<file path="config.mk">
export PLATFORM = sky130hd
export DESIGN_NAME = iterative_divider
export DESIGN_NICKNAME = d
export VERILOG_FILES = /design/src/rtl/iterative_divider.sv
export SDC_FILE = /design/constraint.sdc
export NUM_CORES = 1
export LEC_CHECK = 0
export CORE_MARGIN = 2
export CORE_UTILIZATION = 54
export DETAILED_ROUTE_END_ITERATION = 8
export PLACE_DENSITY_LB_ADDON = 0.2
export SYNTH_ARGS = -nofsm -noshare
export SYNTH_HDL_FRONTEND = slang
export SYNTH_SLANG_ARGS = --single-unit
</file>
<file path="constraint.sdc">
create_clock -name i_clk -period 6.6 [get_ports i_clk]
set_input_delay 1.32 -clock i_clk [delete_from_list [all_inputs] [get_ports i_clk]]
set_output_delay 1.32 -clock i_clk [all_outputs]
set_load 0.005 [all_outputs]
</file>
<file path="src/rtl/iterative_divider.sv">
// Radix-2 restoring divider for RV32M DIV/DIVU/REM/REMU with tag pass-through,
// RISC-V divide-by-zero / signed-overflow fast paths and an abort (flush) input.
module iterative_divider #(
    parameter int WIDTH     = 32,
    parameter int TAG_W     = 5,
    parameter int EARLY_OUT = 1
) (
    input  logic               i_clk,
    input  logic               i_rst,
    input  logic               i_valid,
    output logic               o_ready,
    input  logic [1:0]         i_op,
    input  logic [WIDTH-1:0]   i_A,
    input  logic [WIDTH-1:0]   i_B,
    input  logic [TAG_W-1:0]   i_tag,
    input  logic               i_flush,
    output logic               o_valid,
    input  logic               i_ready,
    output logic [WIDTH-1:0]   o_result,
    output logic [TAG_W-1:0]   o_tag,
    output logic               o_busy,
    output logic [1:0]         o_state
);

    localparam int CW = $clog2(WIDTH + 1);
    localparam logic [WIDTH-1:0] MIN_INT = {1'b1, {(WIDTH-1){1'b0}}};

    typedef enum logic [1:0] {
        S_IDLE = 2'd0,
        S_CALC = 2'd1,
        S_FIX  = 2'd2,
        S_DONE = 2'd3
    } state_t;

    // Handshakes: a request is taken on an edge where i_valid & o_ready; a result
    // is retired on an edge where o_valid & i_ready. i_flush overrides both.
    state_t             r_state;
    logic [WIDTH:0]     r_rem;
    logic [WIDTH-1:0]   r_q;
    logic [WIDTH-1:0]   r_b;
    logic [CW-1:0]      r_count;
    logic [TAG_W-1:0]   r_tag;
    logic               r_q_neg;
    logic               r_r_neg;
    logic               r_rem_op;
    logic               r_spec;
    logic [WIDTH-1:0]   r_spec_res;

    logic               w_signed;
    logic               w_a_neg;
    logic               w_b_neg;
    logic [WIDTH-1:0]   w_a_mag;
    logic [WIDTH-1:0]   w_b_mag;
    logic               w_div_zero;
    logic               w_ovf;
    logic               w_is_spec;
    logic [WIDTH-1:0]   w_spec_res;
    logic [WIDTH+1:0]   w_shift;
    logic [WIDTH+1:0]   w_diff;
    logic               w_qbit;
    logic [WIDTH-1:0]   w_rem_lo;
    logic [WIDTH-1:0]   w_q_fix;
    logic [WIDTH-1:0]   w_r_fix;
    logic [WIDTH-1:0]   w_fix_res;

    assign w_signed   = ~i_op[0];
    assign w_a_neg    = w_signed & i_A[WIDTH-1];
    assign w_b_neg    = w_signed & i_B[WIDTH-1];
    // Negating MIN_INT yields MIN_INT, which is the correct unsigned magnitude.
    assign w_a_mag    = w_a_neg ? (~i_A + 1'b1) : i_A;
    assign w_b_mag    = w_b_neg ? (~i_B + 1'b1) : i_B;
    assign w_div_zero = (i_B == '0);
    assign w_ovf      = w_signed & (i_A == MIN_INT) & (i_B == '1);
    assign w_is_spec  = w_div_zero | w_ovf;

    always_comb begin
        w_spec_res = '0;
        if (w_div_zero) begin
            w_spec_res = i_op[1] ? i_A : '1;
        end else if (w_ovf) begin
            w_spec_res = i_op[1] ? '0 : MIN_INT;
        end
    end

    // Partial remainder stays below the divisor, so bit WIDTH+1 of the
    // difference is a reliable borrow.
    assign w_shift   = {r_rem, r_q[WIDTH-1]};
    assign w_diff    = w_shift - {2'b00, r_b};
    assign w_qbit    = ~w_diff[WIDTH+1];

    assign w_rem_lo  = r_rem[WIDTH-1:0];
    assign w_q_fix   = r_q_neg ? (~r_q + 1'b1) : r_q;
    assign w_r_fix   = r_r_neg ? (~w_rem_lo + 1'b1) : w_rem_lo;
    assign w_fix_res = r_spec ? r_spec_res : (r_rem_op ? w_r_fix : w_q_fix);

    always_ff @(posedge i_clk or posedge i_rst) begin
        if (i_rst) begin
            r_state    <= S_IDLE;
            r_rem      <= '0;
            r_q        <= '0;
            r_b        <= '0;
            r_count    <= '0;
            r_tag      <= '0;
            r_q_neg    <= 1'b0;
            r_r_neg    <= 1'b0;
            r_rem_op   <= 1'b0;
            r_spec     <= 1'b0;
            r_spec_res <= '0;
            o_valid    <= 1'b0;
            o_result   <= '0;
            o_tag      <= '0;
        end else if (i_flush) begin
            r_state <= S_IDLE;
            o_valid <= 1'b0;
        end else begin
            case (r_state)
                S_IDLE: begin
                    if (i_valid) begin
                        r_tag      <= i_tag;
                        r_rem      <= '0;
                        r_q        <= w_a_mag;
                        r_b        <= w_b_mag;
                        r_count    <= CW'(WIDTH);
                        r_q_neg    <= w_signed & (i_A[WIDTH-1] ^ i_B[WIDTH-1]);
                        r_r_neg    <= w_a_neg;
                        r_rem_op   <= i_op[1];
                        r_spec     <= w_is_spec;
                        r_spec_res <= w_spec_res;
                        if ((EARLY_OUT != 0) && w_is_spec) begin
                            o_result <= w_spec_res;
                            o_tag    <= i_tag;
                            o_valid  <= 1'b1;
                            r_state  <= S_DONE;
                        end else begin
                            r_state  <= S_CALC;
                        end
                    end
                end
                S_CALC: begin
                    r_rem   <= w_qbit ? w_diff[WIDTH:0] : w_shift[WIDTH:0];
                    r_q     <= {r_q[WIDTH-2:0], w_qbit};
                    r_count <= r_count - 1'b1;
                    if (r_count == CW'(1)) begin
                        r_state <= S_FIX;
                    end
                end
                S_FIX: begin
                    o_result <= w_fix_res;
                    o_tag    <= r_tag;
                    o_valid  <= 1'b1;
                    r_state  <= S_DONE;
                end
                S_DONE: begin
                    if (i_ready) begin
                        o_valid <= 1'b0;
                        r_state <= S_IDLE;
                    end
                end
                default: r_state <= S_IDLE;
            endcase
        end
    end

    assign o_ready = (r_state == S_IDLE);
    assign o_busy  = (r_state != S_IDLE);
    assign o_state = r_state;

endmodule
</file>
==> flow_summary.toml, run 1 <==
[run_status]
outcome = "complete, no violations"

[drt]
firstDrtPassIters = 6
antenna_left = 0
drt_wl_total_um = 38700
vias_per_cell = 6.08
drcViolationCount = 0
drt-initial-drc-count = 921
post_drt_wl_per_cell_um = 19.3
num_vias = 12200

[timing]
skew_ns = 0.0151
hold_violations = 0
worst_slack_ns = 1.92
tns_ns = 0
setup_violations = 0
slew_headroom_pct = 22.4
rsz0062_at_grt = "false"
finalCritPeriodShare_pct = 70.9
worstMarginPinSlew_ns = 1.16
fmax_mhz = 214
drv_slew = 0
layout_min_cycle_time_ns = 4.68
hold_ws_ns = 0.481

[synthesis]
synth-seq-cells = 184
ys_seq_area_share_pct = 35.0
syn_area_sq_mm = 0.0132
syn_inst = 1625
ys_async_sr_fraction_pct = 100
avgSynthCellArea_sq_um = 8.10
yosys_warnings = 0
synth-main-ff-cell = "dfrtp_1"
synth_cell_types = 73
synth_fp_nets = 1745
synth-edff-count = 0

[cts]
clk_pin_slew_ns = 0.08
htreeDepth = 4
clkLatencyLatePin_ns = 0.45
cts_sinks = 184
cts_tree = "built"
cts_root_buf = "clkbuf_16"
numCtsBuffers = 17
holdBufCountCts = 0
post_cts_buffers = 0
clockBufferDepth = 2
postCtsResizedCells = 0

[critical_path]
crit_path_max_fanout = 71
critPathCaptureType = "flop"
r2r-end = "r_rem[26]"
startpoint_type = "input pin"
crit_start = "i_B[3]"
critPathKind = "input pin to flop"
cp_slowest_stage_delay_ns = 0.61
cp_slowest_cell = "or4_1"
r2r_setup_slack_ns = 2.41
cp-endpoint = "o_result[29]"
crit_chain = "clkdlybuf4s50_1 -> or4_1 -> nor4_2 -> nand4_1 -> o22ai_2 -> nand3_1 -> a21o_2 -> buf_4 -> mux2_2"
ff2ff_path_depth = 9
r2r-start = "r_rem[0]"
cp.depth = 9
cp.arrival_ns = 5.00
crit_family = "simple AND/OR/NAND/NOR gates"
required_ns = 6.93
crit_buf_inv = 2

[final_layout]
area_growth_pct = 14.6
fillerInstances = 2194
ff_latch_area_sq_mm = 0.00460
n_antenna_cell = 0
drive_gt1_share_pct = 5.29
nNetsFinal = 1791
fin_area_sq_mm = 0.0151
multiInputGateArea_sq_mm = 0.00791

[global_routing]
antenna_found_initial = 0
grt_pass1_wl_um = 61200
grt_overflow = 0
grt_pass1_vias = 11400
grt.total_usage_pct = 30.1
grt_start_max_net_pins = 105

[power_and_ir_drop]
power.density_mw_per_mm2 = 482
p_int_mw = 3.72
p_clk_share_pct = 14.3
ir_drop_mv = 0.267
power.switching_mw = 3.54
comb_power_share_pct = 58.5
seqPwrFrac_pct = 27.2
sw_frac_of_total_pct = 48.8
p_leak_nw = 6.18

[floorplan]
placementRows = 57
dieArea_sq_mm = 0.0256
core-area_sq_mm = 0.0241
initial_core_util_pct = 54.6
die_h_um = 160
io_pins = 118
die_x_um = 160

[placement]
numPortBuffers = 117
dp_hpwl_um = 28800
placed_area_sq_mm = 0.0145
pre_cts_slack_ns = 1.59
place.gp.congestion = 0.933

[run]
maxCapViolCount = 0

[min_path]
hold_class = "flop to flop"
hold_path_depth = 1
## layer usage
| layer | track usage, % | share of wire [%] | vias to the layer above |
|---|---|---|---|
| met5 | 0 | 0 | - |
| li1 | - | - | 5887 |
| met4 | 14.1 | 4.4 | 0 |
| met1 | 38.6 | 43 | 5758 |
| met2 | 50.0 | 47 | 472 |
| met3 | 5.04 | 6.0 | 86 |
## power groups by stage
stage / logic [mW] / clock network, mW / registers, mW
3_5_place_dp: 4.19 / 0 / 1.98
5_1_grt: 4.66 / 1.10 / 2.04
6_report: 4.25 / 1.04 / 1.97
2_1_floorplan: 3.15 / 0 / 1.80
4_1_cts: 4.21 / 1.05 / 1.96
3_3_place_gp: 4.13 / 0 / 1.96
## metrics by stage
stage / instances / util, % / total power [mW]
final: 2008 / 62.5 / 7.26
after floorplan: 1625 / - / 4.95
after CTS: 2008 / 62.5 / 7.22
after global placement: 1976 / 60.1 / 6.09
after global routing: 2008 / 62.5 / 7.79
after detailed placement: 1976 / 60.1 / 6.17
## synth_stat cells (7+ instances only)
| library cell | number | share of area [%] |
|---|---|---|
| a211oi_1 | 18 | 1.0 |
| a21o_1 | 13 | 0.74 |
| a21oi_1 | 121 | 4.6 |
| a31oi_1 | 9 | 0.43 |
| a32oi_1 | 10 | 0.67 |
| buf_1 | 11 | 0.31 |
| buf_2 | 7 | 0.27 |
| clkbuf_1 | 85 | 2.4 |
| dfrtp_1 | 184 | 35 |
| ha_1 | 43 | 4.1 |
| inv_1 | 71 | 2.0 |
| mux2_2 | 14 | 1.2 |
| mux2i_1 | 37 | 2.8 |
| nand2_1 | 212 | 6.0 |
| nand2b_1 | 8 | 0.38 |
| nand3_1 | 17 | 0.65 |
| nand4_1 | 18 | 0.86 |
| nor2_1 | 111 | 3.2 |
| nor2b_1 | 11 | 0.52 |
| nor3_1 | 27 | 1.0 |
| nor4_1 | 11 | 0.52 |
| o211ai_1 | 10 | 0.57 |
| o21a_1 | 10 | 0.57 |
| o21ai_0 | 244 | 9.3 |
| o22ai_1 | 10 | 0.48 |
| o31ai_1 | 27 | 1.5 |
| o41ai_1 | 17 | 1.1 |
| or2_2 | 10 | 0.48 |
| or3_1 | 16 | 0.76 |
| or4_1 | 18 | 1.0 |
| xnor2_1 | 81 | 5.4 |
| xor2_1 | 65 | 4.3 |
## registers in the layout, indices dropped and copies added, names as in the netlist
register	count
r_q_neg	1
o_result	32
o_valid	1
r_q	32
r_count	6
r_r_neg	1
r_rem_op	1
r_b	32
o_tag	5
r_spec_res	32
o_state	2
r_rem	33
r_spec	1
r_tag	5
## kinds of logic (layout without fill, tap and decap cells)
logic type / count (synthesis) / count (layout) / share of synthesized area [%]
AO/OA/AOI/OAI: 541 / 541 / 24.9
AND/OR/NAND/NOR: 483 / 483 / 16.9
flip-flops: 184 / 184 / 35.0
buffers and inverters: 175 / 234 / 5.06
XOR/XNOR: 147 / 147 / 9.84
multiplexers: 51 / 51 / 4.01
adder cells (fa/ha/maj): 44 / 44 / 4.24
## worst reg2reg max path: stages (launching register included)
cell,delay (ns)
dfrtp_1,0.49
ha_1,0.32
nor2b_1,0.17
o2111ai_1,0.19
a2111oi_2,0.72
o311ai_0,0.31
nor2b_1,0.27
xnor2_4,0.90
o311ai_0,0.44
a22o_1,0.28
## cell type report
cell class	instances	share of cell area, %
Multi-Input combinational cell	1266	52.5
Timing Repair Buffer	130	8.50
Clock buffer	17	2.82
Clock inverter	15	1.15
Tap cell	324	2.69
Inverter	72	1.83
Sequential cell	184	30.5
## how the worst min path moves through the flow
stage              startpoint             end  slack, ns
2_1_floorplan  r_spec_res[27]  r_spec_res[27]       0.44
3_5_place_dp     o_result[12]    o_result[12]       0.47
4_1_cts          o_result[12]    o_result[12]       0.48
6_report         o_result[12]    o_result[12]       0.48
5_1_grt               r_b[27]         r_b[27]       0.51
3_3_place_gp     o_result[11]    o_result[11]       0.46
## placed cells by master (no fill, tap or decap), types with 11 or more instances in the layout
cell type,count
xor2_1,65
clkdlybuf4s50_1,117
or3_1,16
a21o_1,12
nand3_1,17
nand2_1,212
mux2i_1,37
nor2_1,110
o41ai_1,17
a211oi_1,18
or4_1,18
ha_1,41
o21ai_0,244
nand4_1,18
dfrtp_1,184
nor4_1,11
o31ai_1,27
xnor2_1,81
buf_4,12
nor3_1,27
clkbuf_16,17
nor2b_1,11
inv_1,70
a21oi_1,121
mux2_2,14
No activity file was read; power rests on OpenSTA's default activity.
==> run 2: changes to the inputs <==
- CORE_UTILIZATION: 54 -> 55
- clock period: 6.6 -> 4.75 ns (I/O delays scaled with it)
==> run 2 against run 1 <==
Effect of this change: final cell count increased by 0.45%; combinational power is 36% higher; non-clock buffer count is 13 higher; highest routed layer unchanged; register-to-register slack worse by 1.7 ns; sequential share of layout area down 0.26 points; worst hold slack better by 0.00085 ns.
==> flow_summary.toml, run 2 (same netlist as run 1, synthesis figures left out) <==
[floorplan]
initial_core_util_pct = 56.1
core-area_sq_mm = 0.0235
placementRows = 56
io_pins = 118
die_x_um = 159
dieArea_sq_mm = 0.0252
die_h_um = 159

[timing]
worstMarginPinSlew_ns = 1.21
tns_ns = 0
drv_slew = 0
setup_violations = 0
hold_violations = 0
worst_slack_ns = 0.502
finalCritPeriodShare_pct = 89.4
skew_ns = 0.0171
slew_headroom_pct = 19.3
fmax_mhz = 235
rsz0062_at_grt = "false"
hold_ws_ns = 0.482
layout_min_cycle_time_ns = 4.25

[final_layout]
mostFrequentLayoutCells = "244 x o21ai_0, 212 x nand2_1, 184 x dfrtp_1, 121 x a21oi_1, 117 x clkdlybuf4s50_1"
fin_area_sq_mm = 0.0152
final_common_cell = "o21ai_0"
fillerInstances = 2047
post-route-util_pct = 64.8
area_growth_pct = 15.6
drive_gt1_share_pct = 5.89
nNetsFinal = 1804
largest-register = "r_rem"
largest_reg_flops = 33

[critical_path]
crit_chain = "clkdlybuf4s50_1 -> or4_1 -> nor4_1 -> nand4_1 -> o22ai_2 -> nand3_1 -> a21o_2 -> buf_4 -> nand2_1 -> o31ai_1"
cp_slowest_stage_delay_ns = 0.74
cp_slowest_cell = "nor4_1"
critPathCaptureType = "flop"
crit_path_max_fanout = 49
critPathKind = "input pin to flop"
startpoint_type = "input pin"
cp.arrival_ns = 4.56
required_ns = 5.07

[drt]
post_drt_wl_per_cell_um = 19.0
firstDrtPassIters = 6
drt_wl_total_um = 38300
drcViolationCount = 0
vias_per_cell = 6.12
drt-initial-drc-count = 1272
antenna_left = 0
num_vias = 12400

[cts]
numCtsBuffers = 17
clockBufferDepth = 2
htreeDepth = 4
cts_sinks = 184
cts_tree = "built"
postCtsResizedCells = 0
clk_pin_slew_ns = 0.09
holdBufCountCts = 0
cts_root_buf = "clkbuf_16"
post_cts_buffers = 0
clkLatencyLatePin_ns = 0.46

[power_and_ir_drop]
power.switching_mw = 4.91
p_int_mw = 5.19
power.density_mw_per_mm2 = 664
comb_power_share_pct = 57.4
sw_frac_of_total_pct = 48.6
p_clk_share_pct = 14.7
seqPwrFrac_pct = 27.9
ir_drop_mv = 0.307
p_leak_nw = 6.26

[global_routing]
grt.total_usage_pct = 31.2
antenna_found_initial = 1
grt_overflow = 0
grt_start_max_net_pins = 74
grt_pass1_wl_um = 61300
grt_pass1_vias = 11800

[run_status]
outcome = "complete, no violations"

[placement]
place.gp.congestion = 0.940
numPortBuffers = 117
pre_cts_slack_ns = 0.164
dp_hpwl_um = 28700
placed_area_sq_mm = 0.0146

[run]
maxCapViolCount = 0

[min_path]
hold_class = "flop to flop"
==> run 2: changes by cell type in the layout (fill, tap and decap cells not counted) <==
cell	change
nor2_1	+1
diode_2	+1
buf_4	+12
clkinv_8	+5
nor3b_1	+1
clkinv_4	-1
nor3b_2	-1
inv_8	-5
inv_12	+1
nor2_2	-1
buf_12	+1
==> run 2: metrics by stage <==
stage,total power [mW],instances
floorplan,6.88,1625
global placement,8.40,1984
detailed placement,8.51,1984
CTS,10.0,2016
global route,10.9,2016
finish,10.1,2017
==> run 2: area by class of cell <==
| class | instances | area, sq um | area share (%) |
|---|---|---|---|
| Antenna cell | 1 | 2.50 | 0.0165 |
| Multi-Input combinational cell | 1266 | 7900 | 52.0 |
| Clock buffer | 17 | 425 | 2.80 |
| Clock inverter | 15 | 206 | 1.36 |
| Tap cell | 319 | 399 | 2.62 |
| Inverter | 72 | 274 | 1.80 |
| Sequential cell | 184 | 4600 | 30.3 |
| Timing Repair Buffer | 143 | 1390 | 9.15 |
==> run 2: path summary, 6_finish.rpt <==
check,from,endpoint,slack [ns],depth (start not counted)
max,i_A[27],o_result[30],0.50,10
max reg2reg,r_rem[0],r_rem[22],0.69,10
max in group asynchronous,i_rst,r_q[14],3.00,3
min,o_tag[2],o_tag[2],0.48,2
min reg2reg,o_tag[2],o_tag[2],0.48,2
min in group asynchronous,i_rst,o_tag[2],0.86,2
==> run 2: per-layer routing <==
metal / share of wire [%] / up-vias / GRT usage (%)
met3: 7.3 / 95 / 5.55
met2: 47 / 499 / 50.4
met4: 4.2 / 0 / 14.4
met5: 0 / - / 0
met1: 42 / 5838 / 40.7
li1: - / 5918 / -
==> run 2: worst max-delay path: cells and delay by family <==
| kind | cells | cell delay (ns) |
|---|---|---|
| simple gates | 5 | 1.92 |
| buf+inv | 2 | 0.86 |
| compound gates | 3 | 0.80 |
==> run 2: power by group through the flow <==
| stage | sequential (mW) | combinational, mW | clock (mW) |
|---|---|---|---|
| global route | 2.89 | 6.45 | 1.56 |
| global placement | 2.79 | 5.61 | 0 |
| detailed placement | 2.81 | 5.70 | 0 |
| finish | 2.81 | 5.79 | 1.49 |
| CTS | 2.78 | 5.74 | 1.50 |
| floorplan | 2.50 | 4.38 | 0 |
